==> config.mk <==
export PLATFORM = sky130hd
export DESIGN_NAME = writeback_unit
export DESIGN_NICKNAME = d
export VERILOG_FILES = /design/src/rtl/writeback_unit.sv
export SDC_FILE = /design/constraint.sdc
export NUM_CORES = 1
export LEC_CHECK = 0
export CAP_MARGIN = 25
export CELL_PAD_IN_SITES_DETAIL_PLACEMENT = 0
export CELL_PAD_IN_SITES_GLOBAL_PLACEMENT = 1
export CORE_MARGIN = 4
export CORE_UTILIZATION = 35
export DETAILED_ROUTE_END_ITERATION = 16
export HOLD_SLACK_MARGIN = 0.03
export MAX_ROUTING_LAYER = met4
export PLACE_DENSITY = 0.83
export SYNTH_ARGS = -nofsm -noshare
export SYNTH_HDL_FRONTEND = slang
export SYNTH_SLANG_ARGS = --single-unit
==> constraint.sdc <==
create_clock -name clk -period 6.4 [get_ports clk]
set_input_delay 0.96 -clock clk [delete_from_list [all_inputs] [get_ports clk]]
set_output_delay 0.96 -clock clk [all_outputs]
set_load 0.01 [all_outputs]
==> src/rtl/writeback_unit.sv <==
// Final pipeline stage: buffers completed results in a small FIFO and drives the
// register-file write port, pending-destination mask and retired-write counter.
module writeback_unit #(
    parameter int DEPTH = 2,
    parameter int DW    = 16,
    parameter int CNT_W = 16
) (
    input  logic             clk,
    input  logic             reset,
    input  logic             in_valid,
    output logic             in_ready,
    input  logic [1:0]       in_kind,
    input  logic             in_sel,
    input  logic [3:0]       in_dest,
    input  logic [DW-1:0]    in_alu,
    input  logic [DW-1:0]    in_mem,
    input  logic [DW-1:0]    in_r0,
    input  logic             wb_hold,
    input  logic             flush,
    output logic [1:0]       reg_write,
    output logic [3:0]       wb_dest,
    output logic [DW-1:0]    wb_data,
    output logic [DW-1:0]    wb_r0,
    output logic [15:0]      pending_mask,
    output logic [CNT_W-1:0] retired_cnt,
    output logic             err_illegal
);
    localparam int AW = $clog2(DEPTH);

    typedef enum logic [1:0] {EMPTY, PARTIAL, FULL} state_t;

    state_t          state, state_nxt;
    logic [AW:0]     count, count_nxt;
    logic [AW-1:0]   wr_ptr, rd_ptr, idx;
    logic [1:0]      kind_q [DEPTH];
    logic [3:0]      dest_q [DEPTH];
    logic [DW-1:0]   data_q [DEPTH];
    logic [DW-1:0]   r0_q   [DEPTH];
    logic            hs, push, pop;

    assign in_ready = reset & ~flush & (state != FULL);
    assign hs       = in_valid & in_ready;
    // Kinds 0 and 3 complete the handshake but never occupy an entry.
    assign push     = hs & ((in_kind == 2'd1) | (in_kind == 2'd2));
    assign pop      = reset & ~wb_hold & ~flush & (state != EMPTY);

    always_comb begin
        count_nxt = count;
        state_nxt = state;
        if (flush) begin
            count_nxt = '0;
        end else begin
            count_nxt = count + (AW+1)'(push) - (AW+1)'(pop);
        end
        if (count_nxt == '0) begin
            state_nxt = EMPTY;
        end else if (count_nxt == (AW+1)'(DEPTH)) begin
            state_nxt = FULL;
        end else begin
            state_nxt = PARTIAL;
        end
    end

    always_ff @(posedge clk) begin
        if (!reset) begin
            state       <= EMPTY;
            count       <= '0;
            wr_ptr      <= '0;
            rd_ptr      <= '0;
            reg_write   <= '0;
            wb_dest     <= '0;
            wb_data     <= '0;
            wb_r0       <= '0;
            retired_cnt <= '0;
            err_illegal <= 1'b0;
        end else begin
            state <= state_nxt;
            count <= count_nxt;
            if (push) begin
                kind_q[wr_ptr] <= in_kind;
                dest_q[wr_ptr] <= in_dest;
                data_q[wr_ptr] <= in_sel ? in_mem : in_alu;
                r0_q[wr_ptr]   <= in_r0;
                wr_ptr         <= wr_ptr + AW'(1);
            end
            if (pop) begin
                reg_write   <= kind_q[rd_ptr];
                wb_dest     <= dest_q[rd_ptr];
                wb_data     <= data_q[rd_ptr];
                wb_r0       <= r0_q[rd_ptr];
                rd_ptr      <= rd_ptr + AW'(1);
                retired_cnt <= retired_cnt + CNT_W'(1);
            end else begin
                reg_write <= '0;
            end
            if (flush) begin
                wr_ptr <= '0;
                rd_ptr <= '0;
            end
            if (hs && in_kind == 2'd3) begin
                err_illegal <= 1'b1;
            end
        end
    end

    always_comb begin
        pending_mask = '0;
        idx          = '0;
        for (int unsigned i = 0; i < DEPTH; i++) begin
            idx = rd_ptr + AW'(i);
            if ((AW+1)'(i) < count) begin
                pending_mask[dest_q[idx]] = 1'b1;
                if (kind_q[idx] == 2'd2) begin
                    pending_mask[0] = 1'b1;
                end
            end
        end
        if (reg_write != 2'd0) begin
            pending_mask[wb_dest] = 1'b1;
            if (reg_write == 2'd2) begin
                pending_mask[0] = 1'b1;
            end
        end
    end

endmodule
==> reports/results.ini, run 1 <==
[floorplan]
die_h_um=137
io_pins=132
fp-row-count=46
die_area_mm2=0.0188
die_w_um=137
core_mm2=0.0161
start_util=0.362

[route]
drt_iter0_markers=251
ant_nets=0
vias=4251
wl_per_cell_um=15.9
via_per_inst=5.00
drt-total-wl_mm=13.5
dr_wl_met3_um=808
drc=0
routed-wl-met2_mm=7.02
firstDrtPassIters=5
top_layer_used=met4
wl_met1_mm=5.32

[yosys]
synth_area_mm2=0.00584
avgSynthCellArea_um2=11.9
synth_edf_count=76
synth.distinct_cells=51
netlist_instances=491
synth.area.top_cells=edfxtp_1, dfxtp_1, mux2i_1
yosys.area.top_type=edfxtp_1
synthArstFlopShare=0
ys_warn_count=0
yosysSeqAreaShare=0.603
synth_ff_type=edfxtp_1
syn_nets=555
synth_seq_cells=138
synth_top_area_frac=0.391

[grt]
grt_max_degree=77
gr-usage-all-layers=0.153
grt_antenna_before_repair=0
grt_overflow=0
grt_pass1_vias=4311
grt_first_pass_wirelength_mm=21.4

[clock_network]
clkTransAtPathRegs_ps=60
cts_tree=done
clkLatencyLatePin_ps=420
clkSinkCount=138
postCtsHoldBufs=0
cts_buffers=17
cts-root-buf=clkbuf_16
clk_path_buf_depth=2
cts_resized=0
cts_setup_buffers=0
cts_max_level=4

[timing]
holdWs_ps=476
slew_headroom=0.447
rsz0062_at_grt=false
drv_slew=0
post-route-period-util=0.609
timing.setup.tns_ps=0
skew_ps=10.1
tightest_slew_ps=823
fin_crit_ps=3900
max_freq_mhz=256
setup_viol=0
setup_ws_ps=2500
hold_violations=0

[status]
status=finished clean

[place]
place_hpwl_mm=9.89
place_congestion=0.883
dp_slack_ps=2060
port_buffers=131
place_area_mm2=0.00740

[job]
maxCapViolCount=0

[final_layout]
fin_nets=685
final_cell_mix=clkdlybuf4s50_1, edfxtp_1, nor2_1, dfxtp_1, mux2i_1
syn_to_final_growth_pct=38.7
final_common_cell=clkdlybuf4s50_1
final_area_mm2=0.00810
diodes=0
drive_gt1_frac=0.0978

[critical_path]
path_max_fanout=76
cp-start-kind=input pin
endpoint_kind=flip-flop
cp.arrival_ps=4240
startpoint=reset
reg2regPathDepth=11
reg2reg_from=state[0]
critical_path_class=input pin to flip-flop
critPathRequiredTime_ps=6740

[min_path]
hold_depth=2
hp-class=flip-flop to flip-flop
min_from=retired_cnt[15]

[pwr]
p_leak_uw=0.00266
power_density_mw_per_mm2=270
peakVddDrop_mv=0.193

## area by class of cell
type,count,area [µm²]
fillers,1371,8020
clock inverters,14,274
clock buffers,18,429
repair buffers,136,1390
well taps,216,270
flip-flops and latches,138,3520
multi-input cells,316,2170
inverters,12,45.0
## critical path, stage by stage
cell and delay (ps):
clkdlybuf4s50_1 710, nand2b_1 320, or2_2 430, inv_2 50, buf_4 580, ha_1 350
inv_1 50, ha_1 140, xor2_1 180, nor2_1 60, nor3_1 220, nor2b_1 170
## sequential cells by signal, indices dropped and copies added (netlist names), named ones only
| signal | flops |
|---|---|
| data_q | 32 |
| r0_q | 32 |
| retired_cnt | 16 |
| wb_data | 16 |
| wb_r0 | 16 |
| dest_q | 8 |
| kind_q | 4 |
| wb_dest | 4 |
| count | 2 |
| reg_write | 2 |
| state | 2 |
| err_illegal | 1 |
| rd_ptr | 1 |
| wr_ptr | 1 |
## per-stage QoR
stage | util | cells | power [µW]
2_1_floorplan | - | 491 | 996
3_3_place_gp | 0.456 | 816 | 1040
3_5_place_dp | 0.459 | 818 | 1050
4_1_cts | 0.503 | 850 | 2200
5_1_grt | 0.503 | 850 | 2250
6_report | 0.503 | 850 | 2180
## Yosys cell counts (5+ instances only)
| library cell | count |
|---|---|
| a211oi_1 | 35 |
| a21oi_1 | 9 |
| a221o_1 | 8 |
| and3_1 | 6 |
| buf_2 | 5 |
| clkbuf_1 | 12 |
| dfxtp_1 | 62 |
| edfxtp_1 | 76 |
| inv_1 | 12 |
| mux2_2 | 18 |
| mux2i_1 | 46 |
| nand2_1 | 22 |
| nand2b_1 | 11 |
| nand3_1 | 15 |
| nand4_1 | 6 |
| nor2_1 | 65 |
| nor3_1 | 7 |
| o21ai_0 | 6 |
| xnor2_1 | 7 |
## worst paths after layout
path                                   endpoint  slack [ps]
worst max register to register         state[1]        3590
worst max-delay path                   state[1]        2500
worst min register to register  retired_cnt[15]         480
worst min-delay path            retired_cnt[15]         480
## cells by family after synthesis
family | synth area share
AOI/OAI and AO/OA | 0.101
xor gates and xnor gates | 0.0120
adders and majority gates | 0.00857
buffers and inverters | 0.0281
DFF | 0.603
muxes | 0.114
and+or+nand+nor | 0.133
## power breakdown
group          switching, µW  internal, µW  total [µW]
Combinational           32.9          48.7        81.6
Clock                    348           805        1150
Sequential              3.54           944         948
## routing by layer
layer / track usage / vias to the layer above
li1: - / 2090
met1: 0.162 / 1985
met2: 0.265 / 148
met3: 0.0358 / 28
met4: 0.0809 / 0
met5: - / -
(Power assumes the default switching activity.)
==> run 2: changes to the inputs <==
- PLACE_DENSITY: 0.83 -> 0.86
- clock period: 6.4 -> 3.5 ns (I/O delays scaled with it)
==> reports/results.ini, run 2 (synthesis gave the netlist of run 1 again) <==
[floorplan]
start_util=0.362
core_mm2=0.0161
io_pins=132
die_w_um=137
fp-row-count=46
die_area_mm2=0.0188
die_h_um=137

[route]
drt-total-wl_mm=13.5
firstDrtPassIters=4
via_per_inst=4.95
drc=0
ant_nets=0
vias=4240
wl_per_cell_um=15.8
drt_iter0_markers=158

[critical_path]
endpoint_kind=output pin
reg2regPathDepth=10
crit_chain=nor3_1 > a21oi_1 > o221ai_1 > a221o_1 > clkdlybuf4s50_1
critPathSlowestCell=dfxtp_1
critical_path.max_stage_delay_ps=700
cp-start-kind=flip-flop
cp.arrival_ps=2630
reg2reg_from=state[1]
critical_path_class=flip-flop to output pin
critPathRequiredTime_ps=2970
path_max_fanout=18

[grt]
gr-usage-all-layers=0.152
grt_pass1_vias=4241
grt_max_degree=76
grt_first_pass_wirelength_mm=21.3
grt_antenna_before_repair=0
grt_overflow=0

[pwr]
peakVddDrop_mv=0.292
finalPower_uw=3630
seq_power_share=0.477
intPower_uw=2950
p_leak_uw=0.00262
p_switching_uw=682
switching_share=0.188
clkPwrFrac=0.482
combPwrFrac=0.041
power_density_mw_per_mm2=454

[timing]
timing.setup.tns_ps=0
skew_ps=9.45
max_freq_mhz=317
slew_headroom=0.481
fin_crit_ps=3160
hold_violations=0
holdWs_ps=481
rsz0062_at_grt=false
setup_ws_ps=345
setup_viol=0
tightest_slew_ps=772
drv_slew=0
post-route-period-util=0.901

[clock_network]
postCtsHoldBufs=0
cts_buffers=17
clk_path_buf_depth=2
cts_setup_buffers=0
cts_resized=0
cts-root-buf=clkbuf_16
clkLatencyLatePin_ps=420
cts_max_level=4
clkTransAtPathRegs_ps=60
clkSinkCount=138
cts_tree=done

[final_layout]
syn_to_final_growth_pct=36.8
final_cell_mix=clkdlybuf4s50_1, edfxtp_1, nor2_1, dfxtp_1, mux2i_1
diodes=0
biggestRegsByFlops=data_q x32, r0_q x32
fin_nets=692
fill_cells=1418
drive_gt1_frac=0.0998
final_common_cell=clkdlybuf4s50_1

[place]
dp_slack_ps=517
place_congestion=0.895
port_buffers=131
place_hpwl_mm=9.73

[min_path]
hp-class=flip-flop to flip-flop
hold_depth=2
min_from=retired_cnt[15]

[status]
status=finished clean

[job]
maxCapViolCount=0

-- run 2: changes by cell type in the layout (fill, tap and decap cells not counted), sizes merged --
cell    change
buf         +7
clkbuf      +5
bufinv      -5
-- run 2: final cells by class --
class	instances	area, µm²	share of cell area
clock buffer	23	458	0.0573
clock inverter	9	123	0.0153
inverter	12	45.0	0.00564
multi-input combinational	316	2170	0.271
sequential	138	3520	0.441
tap	216	270	0.0338
timing repair buffer	143	1400	0.175
-- run 2: layer usage --
| metal | vias to the layer above | track usage | part of all wire |
|---|---|---|---|
| li1 | 2102 | - | - |
| met1 | 2005 | 0.177 | 0.43 |
| met2 | 113 | 0.249 | 0.51 |
| met3 | 20 | 0.0362 | 0.046 |
| met4 | 0 | 0.0698 | 0.020 |
| met5 | - | - | 0 |
-- run 2: metrics by stage --
stage | cells | util | area [µm²]
2_1_floorplan | 491 | - | 5840
3_3_place_gp | 825 | 0.460 | 7410
3_5_place_dp | 825 | 0.460 | 7410
4_1_cts | 857 | 0.496 | 7990
5_1_grt | 857 | 0.496 | 7990
6_report | 857 | 0.496 | 7990
-- run 2: path summary, 6_finish.rpt --
path                                         to  slack (ps)
worst min-delay path            retired_cnt[15]         480
worst max register to register         state[1]        1130
worst min register to register  retired_cnt[15]         480
worst max-delay path            pending_mask[0]         340
-- run 2: worst max-delay path: cells and delay by family (launching register included) --
kind | cells | cell delay [ps]
AOI/OAI and AO/OA | 3 | 890
buffers and inverters | 1 | 500
DFF | 1 | 700
and+or+nand+nor | 1 | 130
-- run 2: power by group through the flow --
stage	Combinational, µW	Clock (µW)	Sequential, µW
5_1_grt	161	1860	1730
6_report	149	1750	1730
4_1_cts	151	1790	1730
3_5_place_dp	150	0	1770
3_3_place_gp	146	0	1770
2_1_floorplan	55.0	0	1770
